$ cat src/rtl/pkt_read_arbiter_if.sv
// Shared packet-RAM read bundle: per-port request/ack/data strobes plus the single RAM read port.
// The slave modport is the arbiter's view; master is the schedulers-plus-RAM side.
interface pkt_read_arbiter_if #(
  parameter int ADDR_W = 16,
  parameter int DATA_W = 134
);
  logic [3:0]          iv_pkt_rd;
  logic [4*ADDR_W-1:0] iv_pkt_raddr;
  logic [3:0]          ov_pkt_raddr_ack;
  logic [DATA_W-1:0]   ov_pkt_data;
  logic [3:0]          ov_pkt_data_wr;
  logic [ADDR_W-1:0]   ov_ram_raddr;
  logic                o_ram_rd;
  logic [DATA_W-1:0]   iv_ram_rdata;

  modport master (
    output iv_pkt_rd, iv_pkt_raddr, iv_ram_rdata,
    input  ov_pkt_raddr_ack, ov_pkt_data, ov_pkt_data_wr, ov_ram_raddr, o_ram_rd
  );

  modport slave (
    input  iv_pkt_rd, iv_pkt_raddr, iv_ram_rdata,
    output ov_pkt_raddr_ack, ov_pkt_data, ov_pkt_data_wr, ov_ram_raddr, o_ram_rd
  );
endinterface

$ cat src/rtl/pkt_read_arbiter.sv
// Round-robin arbiter sharing one packet-buffer RAM read port among 4 output ports.
// Optional per-port grant counters are enabled by defining PKT_RD_ARB_STAT_EN.
module pkt_read_arbiter #(
  parameter int RD_LAT = 2,
  parameter int ADDR_W = 16,
  parameter int DATA_W = 134
) (
  input  logic i_clk,
  input  logic i_rst,
`ifdef PKT_RD_ARB_STAT_EN
  output logic [63:0] ov_grant_cnt,
`endif
  pkt_read_arbiter_if.slave bus
);

  typedef logic [1:0] port_t;

  logic [3:0]        req;
  logic              grant_valid;
  port_t             grant_id;
  port_t             cand;
  port_t             ptr;
  logic [ADDR_W-1:0] port_addr [4];
  logic [RD_LAT-1:0] pipe_valid;
  port_t             pipe_id [RD_LAT];

  // A port whose ack is on the wire still shows rd high this cycle; mask it so it is not granted twice.
  assign req = bus.iv_pkt_rd & ~bus.ov_pkt_raddr_ack;

  always_comb begin
    for (int p = 0; p < 4; p++) begin
      port_addr[p] = bus.iv_pkt_raddr[p*ADDR_W +: ADDR_W];
    end
  end

  always_comb begin
    grant_valid = 1'b0;
    grant_id    = ptr;
    cand        = ptr;
    for (int k = 1; k <= 4; k++) begin
      cand = ptr + port_t'(k);
      if (!grant_valid && req[cand]) begin
        grant_valid = 1'b1;
        grant_id    = cand;
      end
    end
  end

  always_ff @(posedge i_clk or posedge i_rst) begin
    if (i_rst) begin
      ptr                  <= 2'd3;
      bus.o_ram_rd         <= 1'b0;
      bus.ov_ram_raddr     <= '0;
      bus.ov_pkt_raddr_ack <= '0;
    end else begin
      bus.o_ram_rd         <= grant_valid;
      bus.ov_pkt_raddr_ack <= grant_valid ? (4'b0001 << grant_id) : 4'b0000;
      if (grant_valid) begin
        ptr              <= grant_id;
        bus.ov_ram_raddr <= port_addr[grant_id];
      end
    end
  end

  // While o_ram_rd is high, ptr still names the port that was just granted, so it doubles as the tag.
  always_ff @(posedge i_clk or posedge i_rst) begin
    if (i_rst) begin
      pipe_valid         <= '0;
      for (int i = 0; i < RD_LAT; i++) begin
        pipe_id[i] <= '0;
      end
      bus.ov_pkt_data    <= '0;
      bus.ov_pkt_data_wr <= '0;
    end else begin
      pipe_valid[0] <= bus.o_ram_rd;
      pipe_id[0]    <= ptr;
      for (int i = 1; i < RD_LAT; i++) begin
        pipe_valid[i] <= pipe_valid[i-1];
        pipe_id[i]    <= pipe_id[i-1];
      end
      bus.ov_pkt_data_wr <= pipe_valid[RD_LAT-1] ? (4'b0001 << pipe_id[RD_LAT-1]) : 4'b0000;
      if (pipe_valid[RD_LAT-1]) begin
        bus.ov_pkt_data <= bus.iv_ram_rdata;
      end
    end
  end

`ifdef PKT_RD_ARB_STAT_EN
  always_ff @(posedge i_clk or posedge i_rst) begin
    if (i_rst) begin
      ov_grant_cnt <= '0;
    end else begin
      for (int p = 0; p < 4; p++) begin
        if (bus.ov_pkt_raddr_ack[p] && (ov_grant_cnt[p*16 +: 16] != 16'hFFFF)) begin
          ov_grant_cnt[p*16 +: 16] <= ov_grant_cnt[p*16 +: 16] + 16'd1;
        end
      end
    end
  end
`endif

endmodule

$ cat src/flat_wrapper.sv
// flat-port wrapper written by rule: the top's interface ports become plain ports
module pkt_read_arbiter_flat 
#(
  parameter int RD_LAT = 2,
  parameter int ADDR_W = 16,
  parameter int DATA_W = 134
)
  (i_clk, i_rst, bus_iv_pkt_rd, bus_iv_pkt_raddr, bus_iv_ram_rdata, bus_ov_pkt_raddr_ack, bus_ov_pkt_data, bus_ov_pkt_data_wr, bus_ov_ram_raddr, bus_o_ram_rd);
  pkt_read_arbiter_if #(.ADDR_W(ADDR_W), .DATA_W(DATA_W)) bus_i ();
  input  logic i_clk;
  input  logic i_rst;
  input wire logic [$bits(bus_i.iv_pkt_rd)-1:0] bus_iv_pkt_rd;
  input wire logic [$bits(bus_i.iv_pkt_raddr)-1:0] bus_iv_pkt_raddr;
  input wire logic [$bits(bus_i.iv_ram_rdata)-1:0] bus_iv_ram_rdata;
  output wire logic [$bits(bus_i.ov_pkt_raddr_ack)-1:0] bus_ov_pkt_raddr_ack;
  output wire logic [$bits(bus_i.ov_pkt_data)-1:0] bus_ov_pkt_data;
  output wire logic [$bits(bus_i.ov_pkt_data_wr)-1:0] bus_ov_pkt_data_wr;
  output wire logic [$bits(bus_i.ov_ram_raddr)-1:0] bus_ov_ram_raddr;
  output wire logic [$bits(bus_i.o_ram_rd)-1:0] bus_o_ram_rd;
  assign bus_i.iv_pkt_rd = bus_iv_pkt_rd;
  assign bus_i.iv_pkt_raddr = bus_iv_pkt_raddr;
  assign bus_i.iv_ram_rdata = bus_iv_ram_rdata;
  assign bus_ov_pkt_raddr_ack = bus_i.ov_pkt_raddr_ack;
  assign bus_ov_pkt_data = bus_i.ov_pkt_data;
  assign bus_ov_pkt_data_wr = bus_i.ov_pkt_data_wr;
  assign bus_ov_ram_raddr = bus_i.ov_ram_raddr;
  assign bus_o_ram_rd = bus_i.o_ram_rd;
  pkt_read_arbiter #(.RD_LAT(RD_LAT), .ADDR_W(ADDR_W), .DATA_W(DATA_W)) u_core (.i_clk(i_clk), .i_rst(i_rst), .bus(bus_i));
endmodule
$ cat config.mk
export PLATFORM = sky130hd
export DESIGN_NAME = pkt_read_arbiter_flat
export DESIGN_NICKNAME = d
export VERILOG_FILES = /design/src/rtl/pkt_read_arbiter_if.sv /design/src/rtl/pkt_read_arbiter.sv /design/src/flat_wrapper.sv
export SDC_FILE = /design/constraint.sdc
export NUM_CORES = 1
export LEC_CHECK = 0
export CORE_AREA = 2 2 142 144
export DETAILED_ROUTE_END_ITERATION = 8
export DIE_AREA = 0 0 144 146
export GPL_TIMING_DRIVEN = 0
export PLACE_DENSITY = 0.84
export SLEW_MARGIN = 20
export SYNTH_ARGS = -nofsm -noshare
export SYNTH_HDL_FRONTEND = slang
export SYNTH_SLANG_ARGS = --single-unit
$ cat constraint.sdc
create_clock -name i_clk -period 5.5 [get_ports i_clk]
set_input_delay 0.55 -clock i_clk [delete_from_list [all_inputs] [get_ports i_clk]]
set_output_delay 0.55 -clock i_clk [all_outputs]
set_load 0.03 [all_outputs]
==> out/qor.yml <==
outcome:
  status: "finished, final reports clean"
timing:
  slew_headroom_pct: 52.2
  fin_skew_ps: 16.5
  tightest_slew_ps: 717
  max_freq_ghz: 0.466
  drv_slew: 0
  layout_setup_ws_ps: 3350
  setup-violations-final: 0
  timing.final.crit_share_pct: 39.0
  rsz0062_at_grt: "false"
  period_needed_ps: 2150
  hold_viol: 0
power:
  peakVddDrop_uv: 252
  fin_total_pwr_w: 0.00498
  power_density_mw_per_mm2: 435
  p_seq_share_pct: 33.0
  sw_frac_of_total_pct: 35.8
  pwr-share-clk_pct: 24.2
  power.internal_w: 0.00320
  comb_power_share_pct: 42.8
  p_leak_nw: 4.69
  p_sw_w: 0.00178
critical_path:
  critPathCaptureType: "flop"
  cp_data_arrival_time_ps: 2450
  start_kind: "input pin"
  crit_fanout: 10
  rrSetupSlack_ps: 3510
  required_ps: 5800
  rr_startpoint: "u_core.ptr[1]"
  path_class: "in -> reg"
  reg2reg_to: "u_core.bus.ov_ram_raddr[1]"
  rr_worst_depth: 7
floorplanning:
  initial_utilization_pct: 35.5
  die_x_um: 144
  coreArea_mm2: 0.0193
  die_h_um: 146
  row_count: 51
  die_area_mm2: 0.0210
  io_pins: 363
drt:
  wire_per_inst_um: 17.4
  route.vias.total: 5152
  drt_iter0_drc: 140
  postRouteAntennaNets: 0
  detail_route.first_pass.iterations: 4
  drcViolationCount: 0
  vias_per_cell: 4.62
  drt_wl_total_um: 19400
place:
  globalplace.congestion: 0.814
  dp_slack_ps: 2960
  dp.final_hpwl_um: 15100
  io_buffer_count: 362
clock_tree:
  cts_inserted_buffers: 17
  htreeDepth: 4
  cts_sinks: 167
  clockBufferDepth: 2
  postCtsSetupBuffers: 0
  cts_tree: "done"
  clockRootBuffer: "clkbuf_16"
  path_clk_slew_ps: 70
  postCtsResizedCells: 0
  clock_latency_ps: 420
  ctsHoldBuffers: 0
min_path:
  hold_path_class: "reg -> reg"
  holdPathStages: 0
  min_to: "u_core.pipe_valid[1]"
  min-delay-start: "u_core.pipe_valid[0]"
synth:
  synth_top_area_cell: "dfrtp_1"
  synth_top_area_share_pct: 60.2
  syn_nets: 661
  synth_edf_count: 0
  synth_common_cells: "dfrtp_1, mux2_2, nand3b_1"
  yosysMostFrequentCell: "dfrtp_1"
  ys_seq_elements: 167
  synth_cell_type_count: 30
  syn_area_per_cell_um2: 15.0
  postSynthCellCount: 457
  ys_top_cells_by_area: "dfrtp_1, mux2_2, mux2i_1"
  yosysSeqAreaShare_pct: 60.9
  syn_area_mm2: 0.00686
  async_flop_share_pct: 100
  ys.flop_type: "dfrtp_1"
  yosysWarnings: 0
global_routing:
  grt_pass1_vias: 5418
  antenna_found_initial: 0
  grt_overflow: 0
  grt_pass1_wl_um: 29600
  grt_start_max_net_pins: 107
  gr-usage-all-layers_pct: 18.4
final_layout:
  antenna_cells: 0
  fill_cells: 1558
  final_layout_size_suffix_gt1_share_pct: 22.2
  syn_to_final_growth_pct: 66.9
  post-route-util_pct: 59.2
  finalNetCount: 1043
job:
  max-cap-violations: 0
critical path, cell delays in order:
cell             delay (ps)
clkdlybuf4s50_1         390
and2b_2                 240
o211ai_2                350
clkbuf_1                450
nand3b_1                140
mux2i_1                 230
a211oi_2                 80
stage by stage:
step                instances  setup TNS [ps]  area (um^2)  hold WS [ps]
floorplan                 457               0         6860           331
global placement         1084         -294340        10800           332
detailed placement       1085               0        10900           335
CTS                      1116               0        11500           352
global route             1116               0        11500           362
finish                   1116               0        11500           350
worst max-delay path by stage:
stage	start	endpoint	slack (ps)
4_1_cts	bus_iv_pkt_rd[1]	u_core.bus.ov_ram_raddr[2]	3400
6_report	bus_iv_pkt_rd[1]	u_core.bus.ov_ram_raddr[2]	3350
2_1_floorplan	i_rst	u_core.bus.o_ram_rd	430
3_3_place_gp	i_rst	u_core.bus.ov_ram_raddr[14]	-1810
3_5_place_dp	bus_iv_pkt_rd[1]	u_core.bus.ov_ram_raddr[2]	2960
5_1_grt	bus_iv_pkt_rd[1]	u_core.bus.ov_ram_raddr[2]	3200
cells in the final DEF (no fill, tap or decap):
cell               n
nand3b_1          33
and3b_1            1
mux2_2           134
dfstp_2            2
and2_1             1
dfrtp_1          165
buf_16             1
inv_6              5
clkdlybuf4s50_1  362
and2b_2            1
clkinvlp_4         2
mux2i_1           32
nor2b_1            3
bufinv_16          2
a211oi_4           1
a211oi_1           7
nor2_1            21
a21boi_1           1
nor3b_1            1
buf_12             2
nand2b_1           3
o211ai_2           2
o2bb2ai_1          1
nand4bb_1          1
and3_1             1
clkinv_4           2
buf_2              1
inv_8              3
clkbuf_8           1
buf_1              1
clkbuf_1          20
a22oi_1            1
o21a_1             1
a211oi_2          10
inv_1              1
buf_6              3
nand3_1            1
nand2_1            4
clkbuf_16         17
metal layers:
| layer | wire length, um | vias up | track usage (%) |
|---|---|---|---|
| met1 | 7130 | 2480 | 20.0 |
| met5 | 0 | - | 0 |
| met2 | 10200 | 250 | 33.4 |
| met3 | 1650 | 28 | 5.96 |
| met4 | 400 | 0 | 6.03 |
| li1 | - | 2394 | - |
power groups by stage:
stage                     Combinational [W]  Sequential (W)  Clock (W)
after floorplan                    0.000826         0.00213          0
after global placement              0.00212         0.00165          0
after global routing                0.00225         0.00168    0.00129
after CTS                           0.00215         0.00165    0.00124
after detailed placement            0.00215         0.00167          0
final                               0.00213         0.00165    0.00120
cells by family after synthesis:
logic type	synth area share (%)
flops	60.9
simple gates	6.31
compound gates	3.70
buf+inv	2.41
mux	26.7
state kept, by name, indices dropped and copies added (netlist names):
register and cells:
u_core.bus.ov_ram_raddr 16, u_core.bus.ov_pkt_raddr_ack 4, u_core.pipe_valid 2, u_core.pipe_id 4, u_core.ptr 2, u_core.bus.ov_pkt_data 134, u_core.bus.ov_pkt_data_wr 4, u_core.bus.o_ram_rd 1
layout make-up:
| type | count | area, um^2 | area share [%] |
|---|---|---|---|
| multi-input cells | 261 | 2520 | 22.0 |
| clock inverters | 13 | 159 | 1.39 |
| repair buffers | 363 | 3650 | 31.9 |
| inverters | 2 | 15.0 | 0.131 |
| flip-flops and latches | 167 | 4180 | 36.5 |
| well taps | 265 | 332 | 2.90 |
| clock buffers | 18 | 439 | 3.84 |
| plain buffers | 27 | 158 | 1.38 |
(Power assumes the default switching activity.)
